$ cat src/rtl/mem_stage_lsu.sv
// MEM-stage load/store unit: alignment check, lane generation, req/ack handshake
// with timeout, sub-word load extension and final MEM-stage result selection.
module mem_stage_lsu #(
    parameter int NBITS   = 32,
    parameter int TIMEOUT = 255
) (
    input  logic               i_clk,
    input  logic               i_rst,
    input  logic               i_valid,
    input  logic [NBITS-1:0]   i_aluresult,
    input  logic [NBITS-1:0]   i_storedata,
    input  logic               i_memread,
    input  logic               i_memwrite,
    input  logic [1:0]         i_size,
    input  logic               i_unsigned,
    output logic               o_stall,
    output logic               o_mem_req,
    output logic               o_mem_we,
    output logic [NBITS-1:0]   o_mem_addr,
    output logic [NBITS-1:0]   o_mem_wdata,
    output logic [NBITS/8-1:0] o_mem_be,
    input  logic               i_mem_ack,
    input  logic [NBITS-1:0]   i_mem_rdata,
    output logic               o_valid,
    output logic [NBITS-1:0]   o_memstgdata,
    output logic               o_misaligned,
    output logic               o_buserr
);

    localparam int NB = NBITS / 8;
    localparam int LW = $clog2(NB);
    localparam int CW = (TIMEOUT > 1) ? $clog2(TIMEOUT) : 1;
    localparam logic [CW-1:0] TO_LAST = CW'((TIMEOUT > 0) ? TIMEOUT - 1 : 0);

    typedef enum logic {IDLE, ACCESS} state_t;

    state_t            state_q, state_d;
    logic [CW-1:0]     cnt_q;
    logic [NBITS-1:0]  addr_p1, wdata_p1;
    logic [NB-1:0]     be_p1;
    logic [LW-1:0]     lane_p1;
    logic [1:0]        size_p1;
    logic              we_p1, uns_p1;

    logic              memop, illegal, misal;
    logic [LW-1:0]     lane, align_mask;
    logic [NB-1:0]     be_d;
    logic [NBITS-1:0]  wdata_d;
    logic              stall_d, accept, passthru, misal_evt, done, tohit;

    // Shift the addressed lane down and sign/zero-extend the selected field.
    function automatic logic [NBITS-1:0] load_ext(input logic [NBITS-1:0] rdata,
                                                  input logic [1:0] size,
                                                  input logic uns,
                                                  input logic [LW-1:0] ln);
        logic [NBITS-1:0] sh;
        logic [NBITS-1:0] res;
        logic             ext;
        int               nb;
        sh = rdata >> {ln, 3'b000};
        nb = 8 << size;
        if (nb > NBITS) nb = NBITS;
        ext = ~uns & sh[nb-1];
        for (int i = 0; i < NBITS; i++) res[i] = (i < nb) ? sh[i] : ext;
        return res;
    endfunction

    always_comb begin
        memop      = i_memread | i_memwrite;
        lane       = i_aluresult[LW-1:0];
        illegal    = (32'd8 << i_size) > NBITS;
        align_mask = LW'((32'd1 << i_size) - 32'd1);
        misal      = |(lane & align_mask);
        be_d       = '0;
        wdata_d    = '0;
        for (int b = 0; b < NB; b++) begin
            be_d[b] = (b >= int'(lane)) && (b < int'(lane) + (1 << i_size));
            wdata_d[b*8 +: 8] = i_storedata[(b & ((1 << i_size) - 1))*8 +: 8];
        end
    end

    always_comb begin
        state_d   = state_q;
        stall_d   = 1'b0;
        accept    = 1'b0;
        passthru  = 1'b0;
        misal_evt = 1'b0;
        done      = 1'b0;
        tohit     = 1'b0;
        case (state_q)
            IDLE: begin
                if (i_valid) begin
                    if (!memop) begin
                        passthru = 1'b1;
                    end else if (illegal || misal) begin
                        misal_evt = 1'b1;
                    end else begin
                        accept  = 1'b1;
                        stall_d = 1'b1;
                        state_d = ACCESS;
                    end
                end
            end
            ACCESS: begin
                // Ack takes priority over an expiring timeout in the same cycle.
                if (i_mem_ack) begin
                    done    = 1'b1;
                    state_d = IDLE;
                end else if (TIMEOUT != 0 && cnt_q == TO_LAST) begin
                    tohit   = 1'b1;
                    state_d = IDLE;
                end else begin
                    stall_d = 1'b1;
                end
            end
            default: state_d = IDLE;
        endcase
    end

    assign o_stall     = stall_d & ~i_rst;
    assign o_mem_req   = (state_q == ACCESS);
    assign o_mem_we    = we_p1;
    assign o_mem_addr  = {addr_p1[NBITS-1:LW], {LW{1'b0}}};
    assign o_mem_wdata = wdata_p1;
    assign o_mem_be    = be_p1;

    // ---- EX/MEM -> access latch and MEM/WB result register ----
    always_ff @(posedge i_clk or posedge i_rst) begin
        if (i_rst) begin
            state_q      <= IDLE;
            cnt_q        <= '0;
            addr_p1      <= '0;
            wdata_p1     <= '0;
            be_p1        <= '0;
            lane_p1      <= '0;
            size_p1      <= '0;
            we_p1        <= 1'b0;
            uns_p1       <= 1'b0;
            o_valid      <= 1'b0;
            o_misaligned <= 1'b0;
            o_buserr     <= 1'b0;
            o_memstgdata <= '0;
        end else begin
            state_q      <= state_d;
            o_valid      <= passthru | done;
            o_misaligned <= misal_evt;
            o_buserr     <= tohit;
            if (accept) begin
                cnt_q    <= '0;
                addr_p1  <= i_aluresult;
                wdata_p1 <= wdata_d;
                be_p1    <= be_d;
                lane_p1  <= lane;
                size_p1  <= i_size;
                we_p1    <= ~i_memread;
                uns_p1   <= i_unsigned;
            end else if (state_q == ACCESS && !done && !tohit) begin
                cnt_q <= cnt_q + 1'b1;
            end
            if (passthru) begin
                o_memstgdata <= i_aluresult;
            end else if (done) begin
                o_memstgdata <= we_p1 ? addr_p1
                                      : load_ext(i_mem_rdata, size_p1, uns_p1, lane_p1);
            end
        end
    end

endmodule
$ cat config.mk
export PLATFORM = sky130hd
export DESIGN_NAME = mem_stage_lsu
export DESIGN_NICKNAME = d
export VERILOG_FILES = /design/src/rtl/mem_stage_lsu.sv
export SDC_FILE = /design/constraint.sdc
export NUM_CORES = 1
export LEC_CHECK = 0
export BUFFER_PORTS_ARGS = -buffer_cell sky130_fd_sc_hd__buf_2
export CORE_MARGIN = 3
export CORE_UTILIZATION = 45
export DETAILED_ROUTE_END_ITERATION = 16
export PLACE_DENSITY = 0.84
export SETUP_SLACK_MARGIN = 0.2
export SLEW_MARGIN = 20
export SYNTH_ARGS = -nofsm -noshare
export SYNTH_HDL_FRONTEND = slang
export SYNTH_SLANG_ARGS = --single-unit
$ cat constraint.sdc
create_clock -name i_clk -period 5.4 [get_ports i_clk]
set_input_delay 1.08 -clock i_clk [delete_from_list [all_inputs] [get_ports i_clk]]
set_output_delay 1.08 -clock i_clk [all_outputs]
set_load 0.02 [all_outputs]
Yosys cells after proc, flatten, opt, wreduce, memory -nomap -nowiden
Index checks and enable logic that the tools add are counted.
W data, S select, Z words.

storage, ports and cells
  latch bits = 0
  logic and storage cells = 150
  memories kept = 0
  output and inout port bits = 106
  input bits = 105
  flip-flop bits (word level) = 118
  RAM bits = 0
  memory bits (read-only) = 0

operators by class
  shifts and indexed selects = 7
  div/mod/pow operators = 0
  mux-type cells = 62
  multipliers = 0
  add/subtract/negate cells = 5
  equal/unequal tests = 1
  bitwise logic cells = 9
  reduce and logical (&&, ||, !) cells = 11
  order comparisons = 42

operators with widths
  kind                     count
  $lt A6 B32 Y1 const A    16
  $lt A5 B32 Y1 const A    8
  $mux W32                 6
  $lt A3 B32 Y1 const A    4
  $lt A4 B32 Y1 const A    4
  $lt A1 B32 Y1 const A    2
  $lt A2 B32 Y1 const A    2
  $shiftx A32 B6 Y8        2
  $shl A4 B2 Y32 const A   2
  $mux W1                  52
  $add A3 B32 Y32          1
  $gt A32 B6 Y1 const B    1
  $gt A32 B7 Y1 const B    1
  $lt A32 B7 Y1 const B    1
  $shiftx A32 B5 Y8        1
  $shl A1 B2 Y32 const A   1
  $shr A32 B5 Y32          1
  $sub A32 B2 Y32 const B  1
  $mux W8                  2
  $add A8 B1 Y8 const B    1
  $eq A8 B8 Y1 const B     1
  $bmux W1 S5              1
  $logic_and A1 B1 Y1      5
  $ge A1 B2 Y1 const A     2
  other kinds (12)         19

Depth between registers and ports, before layout
Gate-level depths: netlist of the first run.

  word-level depth = 14
  gate-level depth with buffers = 10

Least setup slack after synthesis of the first run
No wires, ideal clock.

  path type = input-to-output
  start point = input i_rst
  end point = output o_stall
  cell stages on the path = 2
  required time = 4.320 ns
  data arrival time = 3.961 ns
  path slack = 0.359 ns
  path through = inv_1 and2_1

on the way
  cells in the longest elaborated chain, start to end = 2

ends and longest elaborated chain
  element          RTL line  text
  start, declared  8         input logic i_rst,
  $not A1 Y1       120       assign o_stall = stall_d & ~i_rst;
  $and A1 B1 Y1    120
  end, declared    16        output logic o_stall,

Every way passes these cells.

Worst setup path after layout of the first run
  start point = input i_size[1]
  end point = output o_stall

on the way
  cells in the longest elaborated chain, start to end = 10

ends and longest elaborated chain
  element                                                RTL line  text
  start, declared                                        14        input logic [1:0] i_size,
  branches (longest 4 deep; another with $gt A32 B6 Y1)  n/a
  $logic_or A1 B1 Y1 (*)                                 95        end else if (illegal || misal) begin
  $mux W1 (*)                                            95
  $mux W1 (*)                                            93        if (!memop) begin
  $mux W1 (*)                                            92        if (i_valid) begin
  $pmux W1 S2 (*)                                        90        case (state_q)
  net stall_d                                            49        logic stall_d, accept, passthru, misal_evt, done, tohit;
  $and A1 B1 Y1 (*)                                      120

Mark *: on every way through the listed nets, which the timed path passes.

==> summary.json, run 1 <==
{
  "timing.critical_path.fanout_max": 27,
  "final_max_slew_viol_count": 0,
  "yosysTopAreaCellShare_pct": 46.6,
  "rsz0062_at_grt": "no",
  "seq_area_frac_synth_pct": 46.6,
  "worstPathArrival_ns": 2.84,
  "setup_viol_count_final": 0,
  "grt.total_usage_pct": 25.1,
  "power.share.combinational_pct": 34.6,
  "startpoint_of_the_lowest_slack_hold_path": "o_mem_wdata[5]",
  "first_pass_iters": 5,
  "number_of_synthesized_flops_with_an_enable_pin": 0,
  "cell_internal_pwr_w": 0.00223,
  "dieHeight_microns": 124,
  "final-seq-area_sq_um": 2900,
  "p_switching_w": 0.00139,
  "yosys.cell_types.count": 50,
  "power.share.switching_pct": 38.4,
  "cp-start-kind": "input pin",
  "pin_count_of_the_biggest_net_entering_global_routing": 105,
  "run_status": "finished, final reports clean",
  "yosysWarnings": 0,
  "setup.worst_path.end_class": "primary output",
  "required_time_reported_for_the_critical_path_endpoint_ns": 4.32,
  "hold_fails_final_rpt": 0,
  "syn_to_final_growth_pct": 23.7,
  "vias": 5989,
  "sequentialPowerShare_pct": 35.4,
  "max_stage_delay_ns": 0.57,
  "nets": 994,
  "min_cycle_time_layout_ns": 3.93,
  "grt_overflow": 0,
  "syn_avg_cell_area_sq_um": 8.58,
  "netlist_top_cells_area": "sky130_fd_sc_hd__dfrtp_1 47%, sky130_fd_sc_hd__nand2_1 11%, sky130_fd_sc_hd__mux2i_1 7.9%, sky130_fd_sc_hd__buf_4 3.9%, sky130_fd_sc_hd__nor2_1 3.3%",
  "fin_util_pct": 57.5,
  "postCtsHoldBufs": 0,
  "syn_inst": 726,
  "r2r_slack_ns": 2.78,
  "cts.sinks": 116,
  "post_layout_nonfiller_instances": 1071,
  "synthesis.area_sq_um": 6230,
  "synth.largest_area_cell": "sky130_fd_sc_hd__dfrtp_1",
  "initialDrtViolationCount": 567,
  "synth_commonest_cells": "189 x sky130_fd_sc_hd__nand2_1, 116 x sky130_fd_sc_hd__dfrtp_1, 55 x sky130_fd_sc_hd__nor2_1",
  "ys_ff_latch": 116,
  "antenna_found_initial": 0,
  "timing.critical_path.cells": "buf_2, nor2_2, inv_2, ha_1, nor3_2, or2_1, and2_1, buf_2",
  "most_repeated_cell_in_the_gate_level_netlist_after_synthesis": "sky130_fd_sc_hd__nand2_1",
  "vias_per_cell": 5.59,
  "dp_cells": 1038,
  "route.detailed.wl_per_inst_microns": 17.8,
  "pin_count": 211,
  "worst_path_max_delay_cell": "sky130_fd_sc_hd__nor2_2",
  "hold_depth": 2,
  "route.antenna.remaining_nets": 0,
  "buffer_ports.inserted": 208,
  "power_frac_clock_pct": 29.9,
  "cp_common_cell": "sky130_fd_sc_hd__buf_2",
  "number_of_global_route_vias_before_repair": 5675,
  "peak_ir_drop_on_the_vdd_network_mv": 0.192,
  "number_of_design_rule_violations_left_after_detail_routing": 0,
  "multi_input_area_sq_um": 2850,
  "num_rows": 42,
  "cap_viol_max_count": 0,
  "fraction_of_final_layout_cells_with_drive_strength_greater_than_1_pct": 28.7,
  "n_fill_cell": 1225,
  "timing.setup.tns_ns": 0,
  "timing.hold.worst_endpoint": "o_mem_wdata[5]",
  "worst_skew_pair.late_latency_ns": 0.42,
  "htreeDepth": 4,
  "post_route_wl_microns": 19100,
  "cts.repair.resized": 0,
  "crit-reg2reg-launch": "size_p1[0]",
  "total_leakage_power_nw": 3.90,
  "die-area_sq_um": 15300,
  "slew-limit-headroom_pct": 28.7,
  "min_path_type": "register to register",
  "core_sq_um": 13400,
  "timing_worst_slew_pin_value_ns": 1.07,
  "first_pass_grt_wire_length_microns": 29800,
  "clkSlewWorstSetupHoldPaths_ns": 0.05,
  "gpl.final_weighted_congestion": 0.890,
  "clock_tree_from_tritoncts": "done",
  "dominantRegCellSynth": "sky130_fd_sc_hd__dfrtp_1",
  "start_util_pct": 46.5,
  "fmaxAchievable_mhz": 255,
  "antenna_cells_inserted": 0,
  "cts.root.buffer_cell": "sky130_fd_sc_hd__clkbuf_16",
  "clock_tree.buffer_depth": 2,
  "cts_made_buffers": 17,
  "clock-skew-final_ns": 0.0112,
  "regToRegEndpoint": "o_memstgdata[11]",
  "power_per_cell_area_nw_per_um2": 469,
  "dp.final_hpwl_microns": 13300,
  "cells_on_worst_reg2reg_path": 7,
  "async_reset_ff_share_pct": 100,
  "worstSetupPathType": "input pin to primary output",
  "die_x_microns": 124,
  "postCtsSetupRepairBufs": 0,
  "post-route-period-util_pct": 72.7
}
==> worst max path at each step <==
stage	start	depth (start not counted)	slack, ns	end
2_1_floorplan	i_rst	2	0.36	o_stall
3_3_place_gp	i_size[1]	8	1.50	o_stall
3_5_place_dp	i_size[1]	8	1.46	o_stall
4_1_cts	i_size[1]	8	1.46	o_stall
5_1_grt	i_size[1]	8	1.28	o_stall
6_report	i_size[1]	8	1.48	o_stall
==> critical path, delay by kind of cell <==
kind	cells	cell delay [ns]
and+or+nand+nor	4	1.04
buffers and inverters	3	0.49
adders and majority gates	1	0.22
==> power groups by stage <==
stage / clock network (W) / registers (W) / logic [W]
2_1_floorplan: 0 / 0.00145 / 0.000709
3_3_place_gp: 0 / 0.00128 / 0.00123
3_5_place_dp: 0 / 0.00129 / 0.00125
4_1_cts: 0.00110 / 0.00128 / 0.00125
5_1_grt: 0.00113 / 0.00131 / 0.00137
6_report: 0.00108 / 0.00128 / 0.00125
==> area by class of cell <==
type / count / area share (%)
clock buffers: 24 / 6.51
clock inverters: 8 / 0.958
inverters: 12 / 0.617
multi-input cells: 520 / 36.9
flip-flops and latches: 116 / 37.7
well taps: 176 / 2.86
repair buffers: 215 / 14.4
==> layout by cell type, fill, tap and decap left out, types with 3 or more instances in the layout <==
master and count:
sky130_fd_sc_hd__a211oi_1 9, sky130_fd_sc_hd__a21oi_1 36, sky130_fd_sc_hd__a31oi_1 6, sky130_fd_sc_hd__and2_1 4
sky130_fd_sc_hd__buf_2 208, sky130_fd_sc_hd__buf_4 6, sky130_fd_sc_hd__clkbuf_16 17, sky130_fd_sc_hd__clkbuf_8 5
sky130_fd_sc_hd__clkinv_2 4, sky130_fd_sc_hd__dfrtp_1 116, sky130_fd_sc_hd__ha_1 6, sky130_fd_sc_hd__inv_1 6
sky130_fd_sc_hd__inv_2 5, sky130_fd_sc_hd__mux2i_1 49, sky130_fd_sc_hd__nand2_1 189, sky130_fd_sc_hd__nand2b_1 3
sky130_fd_sc_hd__nand3_1 7, sky130_fd_sc_hd__nand3b_1 3, sky130_fd_sc_hd__nor2_1 55, sky130_fd_sc_hd__nor2b_1 7
sky130_fd_sc_hd__nor3_1 11, sky130_fd_sc_hd__o211ai_1 8, sky130_fd_sc_hd__o21ai_0 27, sky130_fd_sc_hd__o21ai_1 36
sky130_fd_sc_hd__o22ai_1 30, sky130_fd_sc_hd__xnor2_1 3
==> metrics by stage <==
| step | total power (W) | setup slack, ns | area (sq um) | hold slack (ns) |
|---|---|---|---|---|
| 3_3_place_gp | 0.00250 | 1.50 | 7100 | 0.454 |
| 4_1_cts | 0.00363 | 1.46 | 7680 | 0.471 |
| 2_1_floorplan | 0.00216 | 0.359 | 6240 | 0.464 |
| 5_1_grt | 0.00382 | 1.28 | 7710 | 0.498 |
| 3_5_place_dp | 0.00254 | 1.46 | 7100 | 0.457 |
| 6_report | 0.00362 | 1.48 | 7710 | 0.468 |
==> sequential cells by signal (all words and copies together) (netlist names) <==
name / cells
o_mem_be: 4
cnt_q: 8
o_mem_wdata: 32
uns_p1: 1
o_mem_req: 1
o_misaligned: 1
o_buserr: 1
addr_p1: 32
o_mem_we: 1
size_p1: 2
o_valid: 1
o_memstgdata: 32
==> cells by family (layout without fill, tap and decap cells) <==
family	Yosys count	after routing	share of synthesized area [%]
and+or+nand+nor	291	291	19.2
AOI/OAI and AO/OA	166	166	16.1
DFF	116	116	46.6
buffers and inverters	91	259	7.95
muxes	50	50	8.05
adders and majority gates	7	7	1.53
xor gates and xnor gates	4	4	0.562
other	1	2	0.0602
==> metal layers <==
metal	global-route usage, %	vias up	part of all wire, %
li1	-	2759	-
met1	32.8	2829	40
met5	0	-	0
met3	6.86	47	11
met2	39.0	354	46
met4	11.4	0	2.9
Note: power is estimated with default switching activity, not from simulation.
==> run 2: changes to the inputs <==
--- a/config.mk
+++ b/config.mk
@@ -5,11 +5,12 @@
 export SDC_FILE = /design/constraint.sdc
 export NUM_CORES = 1
 export LEC_CHECK = 0
+export ABC_AREA = 1
 export BUFFER_PORTS_ARGS = -buffer_cell sky130_fd_sc_hd__buf_2
 export CORE_MARGIN = 3
 export CORE_UTILIZATION = 45
 export DETAILED_ROUTE_END_ITERATION = 16
-export PLACE_DENSITY = 0.84
+export PLACE_DENSITY = 0.86
 export SETUP_SLACK_MARGIN = 0.2
 export SLEW_MARGIN = 20
 export SYNTH_ARGS = -nofsm -noshare
==> constraint.sdc (replaced) <==
create_clock -name i_clk -period 3.25 [get_ports i_clk]
set_input_delay 0.65 -clock i_clk [delete_from_list [all_inputs] [get_ports i_clk]]
set_output_delay 0.65 -clock i_clk [all_outputs]
set_load 0.02 [all_outputs]
==> run 2 against run 1 <==
Routed wire length increased by 2.1%. Clock-buffer cell count decreased by 1. Cell count increased by 16%. Clock power increased by 73%. Clock skew decreased by 0.0027 ns. Synthesized cell count increased by 22%. Critical path type unchanged. Global-route usage decreased by 0.56 points. Register-to-register slack got worse by 1.5 ns. Sequential cell count unchanged. Synthesized area increased by 4.3%. Highest routed layer is now met5.
==> summary.json, run 2 <==
{
  "run_status": "finished, final reports clean",
  "slew-limit-headroom_pct": 41.3,
  "min_path_type": "input pin to asynchronous set/reset pin",
  "worst_skew_pair.late_latency_ns": 0.41,
  "syn_inst": 889,
  "timing.critical_path.fanout_max": 9,
  "die-area_sq_um": 15900,
  "post_route_wl_microns": 19500,
  "timing.setup.tns_ns": 0,
  "post-route-period-util_pct": 85.2,
  "most_repeated_cell_in_the_gate_level_netlist_after_synthesis": "sky130_fd_sc_hd__nand2_1",
  "pin_count": 211,
  "dieHeight_microns": 126,
  "antenna_found_initial": 1,
  "die_x_microns": 126,
  "hold_fails_final_rpt": 0,
  "syn_avg_cell_area_sq_um": 7.31,
  "worstSetupPathType": "input pin to primary output",
  "fraction_of_final_layout_cells_with_drive_strength_greater_than_1_pct": 25.7,
  "power_per_cell_area_nw_per_um2": 792,
  "worst_hold_slack_across_all_endpoints_ns": 0.396,
  "cts.root.buffer_cell": "sky130_fd_sc_hd__clkbuf_16",
  "post_layout_power_w": 0.00633,
  "syn_to_final_growth_pct": 23.0,
  "start_util_pct": 46.5,
  "cts_made_buffers": 17,
  "min_cycle_time_layout_ns": 2.77,
  "dp.final_hpwl_microns": 13900,
  "route.detailed.wl_per_inst_microns": 15.7,
  "clock_tree.buffer_depth": 2,
  "sequentialPowerShare_pct": 34.0,
  "buffer_ports.inserted": 208,
  "n_fill_cell": 1314,
  "fmaxAchievable_mhz": 361,
  "p_switching_w": 0.00252,
  "cell_internal_pwr_w": 0.00381,
  "postCtsHoldBufs": 0,
  "cts.sinks": 116,
  "synth.largest_area_cell": "sky130_fd_sc_hd__dfrtp_1",
  "antenna_cells_inserted": 0,
  "mostFrequentLayoutCell": "sky130_fd_sc_hd__nand2_1",
  "setup_viol_count_final": 0,
  "cp-start-kind": "input pin",
  "required_time_reported_for_the_critical_path_endpoint_ns": 2.60,
  "dominantRegCellSynth": "sky130_fd_sc_hd__dfrtp_1",
  "fin_util_pct": 57.2,
  "synth_commonest_cells": "261 x sky130_fd_sc_hd__nand2_1, 116 x sky130_fd_sc_hd__dfrtp_1, 87 x sky130_fd_sc_hd__nor2_1",
  "initialDrtViolationCount": 454,
  "route.antenna.remaining_nets": 0,
  "rsz0062_at_grt": "no",
  "htreeDepth": 4,
  "setup.worst_path.end_class": "primary output",
  "clock_tree_from_tritoncts": "done",
  "clkSlewWorstSetupHoldPaths_ns": 0.06,
  "post_layout_nonfiller_instances": 1238,
  "synthesis.area_sq_um": 6500,
  "clock-skew-final_ns": 0.00847,
  "vias_per_cell": 5.24,
  "core_sq_um": 14000,
  "yosys.cell_types.count": 36,
  "cap_viol_max_count": 0,
  "vias": 6484,
  "layout_common_cells": "259 x sky130_fd_sc_hd__nand2_1, 208 x sky130_fd_sc_hd__buf_2, 116 x sky130_fd_sc_hd__dfrtp_1, 87 x sky130_fd_sc_hd__nor2_1, 85 x sky130_fd_sc_hd__inv_1",
  "gpl.final_weighted_congestion": 0.889,
  "total_leakage_power_nw": 4.50,
  "power.share.combinational_pct": 36.5,
  "seq_area_frac_synth_pct": 44.6,
  "grt_overflow": 0,
  "power_frac_clock_pct": 29.6,
  "num_rows": 43,
  "first_pass_iters": 5,
  "number_of_global_route_vias_before_repair": 6205,
  "ys_ff_latch": 116,
  "postCtsSetupRepairBufs": 0,
  "nets": 1157,
  "dp_cells": 1206,
  "peak_ir_drop_on_the_vdd_network_mv": 0.400,
  "pin_count_of_the_biggest_net_entering_global_routing": 126,
  "first_pass_grt_wire_length_microns": 31300,
  "cts.repair.resized": 0,
  "yosysWarnings": 0,
  "number_of_design_rule_violations_left_after_detail_routing": 0,
  "netlist_top_cells_area": "sky130_fd_sc_hd__dfrtp_1 45%, sky130_fd_sc_hd__nand2_1 15%, sky130_fd_sc_hd__o21ai_0 6.0%, sky130_fd_sc_hd__nor2_1 5.0%, sky130_fd_sc_hd__inv_1 5.0%",
  "power.share.switching_pct": 39.8,
  "yosysTopAreaCellShare_pct": 44.6,
  "grt.total_usage_pct": 24.6,
  "worstPathArrival_ns": 2.12,
  "timing_worst_slew_pin_value_ns": 0.877,
  "number_of_synthesized_flops_with_an_enable_pin": 0,
  "final_max_slew_viol_count": 0,
  "async_reset_ff_share_pct": 100
}
[run 2: cell types whose count changed in the layout (fill, tap and decap cells not counted), sizes merged, moves of 4 or more]
cell / previous run / this run
a211oi: 10 / 0
a31oi: 6 / 10
and2: 4 / 0
inv: 12 / 93
mux2i: 49 / 2
nand2: 189 / 265
nand3: 7 / 43
nor2: 56 / 90
nor2b: 7 / 0
nor3: 12 / 7
o21a: 0 / 4
o21ai: 63 / 106
o22ai: 30 / 10
[run 2: cells by family (layout without fill, tap and decap cells)]
logic type | count (synthesis) | count (layout) | share of synthesized area (%)
mux | 2 | 2 | 0.308
xor+xnor | 5 | 5 | 0.674
simple gates | 408 | 408 | 25.7
buf+inv | 175 | 343 | 12.8
flops | 116 | 116 | 44.6
fa+ha+maj | 7 | 7 | 1.46
compound gates | 175 | 175 | 14.3
other cells | 1 | 2 | 0.0577
[run 2: worst paths after layout]
check / end / slack (ns) / cells after the start / start
setup reg to reg: o_memstgdata[14] / 1.23 / 11 / addr_p1[0]
setup / recovery: o_stall / 0.48 / 10 / i_size[1]
min in group i_clk: uns_p1 / 0.43 / 3 / i_unsigned
max in group asynchronous: addr_p1[19] / 2.31 / 3 / i_rst
hold reg to reg: o_mem_wdata[24] / 0.48 / 2 / o_mem_wdata[24]
hold / removal: o_mem_wdata[8] / 0.40 / 3 / i_rst
[run 2: power groups by stage]
| stage | sequential [W] | clock (W) | combinational [W] |
|---|---|---|---|
| after global routing | 0.00220 | 0.00198 | 0.00256 |
| after detailed placement | 0.00216 | 0 | 0.00232 |
| after global placement | 0.00215 | 0 | 0.00226 |
| after floorplan | 0.00245 | 0 | 0.00134 |
| final | 0.00215 | 0.00187 | 0.00231 |
| after CTS | 0.00215 | 0.00189 | 0.00233 |
[run 2: cell type report]
type	count	area, sq um	area share [%]
clock buffers	23	488	6.10
repair buffers	216	1140	14.2
flip-flops and latches	116	2900	36.3
well taps	180	225	2.82
clock inverters	9	101	1.27
inverters	95	363	4.54
multi-input cells	599	2780	34.7
[run 2: layer usage]
| layer | wire [microns] | up-vias | GRT usage [%] |
|---|---|---|---|
| met4 | 378 | 2 | 7.63 |
| met2 | 9580 | 317 | 41.4 |
| li1 | - | 3102 | - |
| met3 | 1770 | 34 | 6.79 |
| met5 | 13 | - | 0 |
| met1 | 7710 | 3029 | 30.7 |
[run 2: worst max-delay path: stages]
cell	delay, ns
sky130_fd_sc_hd__buf_2	0.17
sky130_fd_sc_hd__nor2_4	0.24
sky130_fd_sc_hd__inv_2	0.11
sky130_fd_sc_hd__ha_1	0.20
sky130_fd_sc_hd__a21oi_2	0.20
sky130_fd_sc_hd__nand2_4	0.08
sky130_fd_sc_hd__nand2_1	0.09
sky130_fd_sc_hd__inv_1	0.10
sky130_fd_sc_hd__nor2_1	0.09
sky130_fd_sc_hd__buf_2	0.16
[run 2: through the flow]
| stage | area [sq um] | setup slack, ns |
|---|---|---|
| finish | 8000 | 0.481 |
| global route | 8000 | 0.369 |
| CTS | 8000 | 0.469 |
| detailed placement | 7410 | 0.454 |
| global placement | 7410 | 0.508 |
| floorplan | 6510 | 0.595 |
==> run 3: changes to the inputs <==
--- a/config.mk
+++ b/config.mk
@@ -6,11 +6,11 @@
 export NUM_CORES = 1
 export LEC_CHECK = 0
 export ABC_AREA = 1
-export BUFFER_PORTS_ARGS = -buffer_cell sky130_fd_sc_hd__buf_2
+export BUFFER_PORTS_ARGS = -buffer_cell sky130_fd_sc_hd__buf_4
 export CORE_MARGIN = 3
 export CORE_UTILIZATION = 45
 export DETAILED_ROUTE_END_ITERATION = 16
-export PLACE_DENSITY = 0.86
+export PLACE_DENSITY = 0.83
 export SETUP_SLACK_MARGIN = 0.2
 export SLEW_MARGIN = 20
 export SYNTH_ARGS = -nofsm -noshare
==> constraint.sdc (replaced) <==
create_clock -name i_clk -period 2.9 [get_ports i_clk]
set_input_delay 0.58 -clock i_clk [delete_from_list [all_inputs] [get_ports i_clk]]
set_output_delay 0.58 -clock i_clk [all_outputs]
set_load 0.02 [all_outputs]
==> run 3 against run 2 <==
Sequential share of layout area decreased by 2.3 points. Clock skew decreased by 0.0027 ns. Sequential cell count unchanged. Non-clock buffer count increased by 9. Critical path type is now register to primary output. Largest power group unchanged. Highest routed layer is now met4.
==> summary.json, run 3 (synthesis gave the netlist of run 2 again) <==
{
  "mostFrequentLayoutCell": "sky130_fd_sc_hd__nand2_1",
  "power.share.combinational_pct": 38.9,
  "first_pass_iters": 5,
  "hold_fails_final_rpt": 0,
  "clock_tree.buffer_depth": 2,
  "fmaxAchievable_mhz": 408,
  "dp.final_hpwl_microns": 14200,
  "peak_ir_drop_on_the_vdd_network_mv": 0.555,
  "slew-limit-headroom_pct": 44.3,
  "cts.sinks": 116,
  "routed-wl-met3_microns": 1910,
  "fraction_of_final_layout_cells_with_drive_strength_greater_than_1_pct": 26.4,
  "run_status": "finished, final reports clean",
  "pin_count": 211,
  "min_cycle_time_layout_ns": 2.45,
  "number_of_global_route_vias_before_repair": 6077,
  "setup_viol_count_final": 0,
  "htreeDepth": 4,
  "worstSetupPathType": "register to primary output",
  "postCtsHoldBufs": 0,
  "worstPathArrival_ns": 1.87,
  "n_fill_cell": 1269,
  "antenna_cells_inserted": 0,
  "post_route_wl_microns": 19400,
  "nets": 1166,
  "cap_viol_max_count": 0,
  "worst_skew_pair.late_latency_ns": 0.42,
  "dieHeight_microns": 126,
  "clock-skew-final_ns": 0.00576,
  "cts_made_buffers": 17,
  "grt.total_usage_pct": 24.1,
  "post_layout_power_w": 0.00731,
  "max_stage_delay_ns": 0.42,
  "route.met2.wl_microns": 9610,
  "grt_overflow": 0,
  "vias": 6473,
  "num_rows": 43,
  "vias_per_cell": 5.19,
  "core_sq_um": 14000,
  "first_pass_grt_wire_length_microns": 30700,
  "timing_worst_slew_pin_value_ns": 0.832,
  "syn_to_final_growth_pct": 31.5,
  "antenna_found_initial": 0,
  "required_time_reported_for_the_critical_path_endpoint_ns": 2.32,
  "sequentialPowerShare_pct": 33.3,
  "p_switching_w": 0.00285,
  "gpl.final_weighted_congestion": 0.880,
  "min_path_type": "input pin to asynchronous set/reset pin",
  "pin_count_of_the_biggest_net_entering_global_routing": 68,
  "setup.worst_path.end_class": "primary output",
  "timing.critical_path.fanout_max": 5,
  "power_frac_clock_pct": 27.8,
  "final_max_slew_viol_count": 0,
  "worst_path_max_delay_cell": "sky130_fd_sc_hd__dfrtp_1",
  "route.antenna.remaining_nets": 0,
  "buffer_ports.inserted": 208,
  "initialDrtViolationCount": 492,
  "die-area_sq_um": 15900,
  "setup_ws_ns": 0.449,
  "start_util_pct": 46.5,
  "placement.setup.worst_slack_ns": 0.320,
  "highest-signal-layer": "met4",
  "rsz0062_at_grt": "no",
  "power_per_cell_area_nw_per_um2": 854,
  "post-route-period-util_pct": 84.5,
  "layout_common_cells": "259 x sky130_fd_sc_hd__nand2_1, 223 x sky130_fd_sc_hd__buf_4, 116 x sky130_fd_sc_hd__dfrtp_1, 87 x sky130_fd_sc_hd__nor2_1, 85 x sky130_fd_sc_hd__inv_1",
  "power.share.switching_pct": 39.0,
  "die_x_microns": 126,
  "cp_common_cell": "sky130_fd_sc_hd__nand2_1",
  "drt-met1-wl_microns": 7450,
  "number_of_design_rule_violations_left_after_detail_routing": 0,
  "timing.critical_path.cells": "inv_2, nor3_2, nand4_1, nand2_1, nand2_1, inv_1, nor2_1, buf_4",
  "timing.setup.tns_ns": 0,
  "clkSlewWorstSetupHoldPaths_ns": 0.06,
  "cp-start-kind": "register",
  "cell_internal_pwr_w": 0.00445,
  "route.detailed.wl_per_inst_microns": 15.5,
  "cts.root.buffer_cell": "sky130_fd_sc_hd__clkbuf_16",
  "clock_tree_from_tritoncts": "done",
  "total_leakage_power_nw": 4.67
}
==> run 3: changes by cell type in the layout (fill, tap and decap cells not counted) <==
cell	previous run	this run
sky130_fd_sc_hd__clkinv_2	5	7
sky130_fd_sc_hd__clkbuf_1	2	1
sky130_fd_sc_hd__inv_6	0	1
sky130_fd_sc_hd__buf_4	5	223
sky130_fd_sc_hd__buf_2	208	0
sky130_fd_sc_hd__clkbuf_8	4	0
sky130_fd_sc_hd__buf_12	3	2
sky130_fd_sc_hd__clkinv_4	1	2
sky130_fd_sc_hd__clkinvlp_4	2	3
==> run 3: routing by layer <==
metal  GRT usage [%]  up-vias
met5               0        -
met4            7.44        0
met3            8.27       37
met2            41.0      280
met1            28.9     3038
li1                -     3118
==> run 3: final timing paths <==
path                                  from  depth (start not counted)              end  slack (ns)
setup / recovery                  cnt_q[2]                          8          o_stall        0.45
hold / removal                       i_rst                          2  o_mem_wdata[27]        0.06
setup reg to reg                 o_mem_req                          9  o_mem_wdata[18]        0.80
hold reg to reg            o_mem_wdata[15]                          2  o_mem_wdata[15]        0.48
max in group asynchronous            i_rst                          3  o_memstgdata[5]        2.28
min in group i_clk               i_mem_ack                          2         o_buserr        0.35
==> run 3: area by class of cell <==
type | instances | area, sq um | area share (%)
Clock inverter | 14 | 136 | 1.60
Tap cell | 180 | 225 | 2.63
Inverter | 95 | 363 | 4.24
Multi-Input combinational cell | 599 | 2780 | 32.5
Sequential cell | 116 | 2900 | 34.0
Timing Repair Buffer | 225 | 1710 | 20.0
Clock buffer | 18 | 429 | 5.02
==> run 3: power by group through the flow <==
stage,clock [W],sequential (W),combinational (W)
3_3_place_gp,0,0.00244,0.00279
6_report,0.00203,0.00243,0.00284
3_5_place_dp,0,0.00244,0.00285
5_1_grt,0.00214,0.00251,0.00311
2_1_floorplan,0,0.00275,0.00150
4_1_cts,0.00206,0.00243,0.00286
==> run 3: through the flow <==
step | utilization [%] | hold slack (ns) | instances | instance area, sq um
2_1_floorplan | - | 0.453 | 890 | 6510
3_3_place_gp | 57.0 | 0.467 | 1214 | 7980
3_5_place_dp | 57.0 | 0.469 | 1214 | 7980
4_1_cts | 61.1 | 0.0515 | 1246 | 8540
5_1_grt | 61.1 | 0.0549 | 1247 | 8550
6_report | 61.1 | 0.0640 | 1247 | 8550
==> run 3: timing repair <==
action / CTS / global route
resized for setup: 0 / 0
setup buffers: 0 / 1
endpoints found under the setup margin: 0 / 1
==> run 3: worst max-delay path, delay by kind of cell, from the launching register on <==
family,cells,cell delay (ns)
flops,1,0.42
buf+inv,3,0.39
simple gates,5,0.64
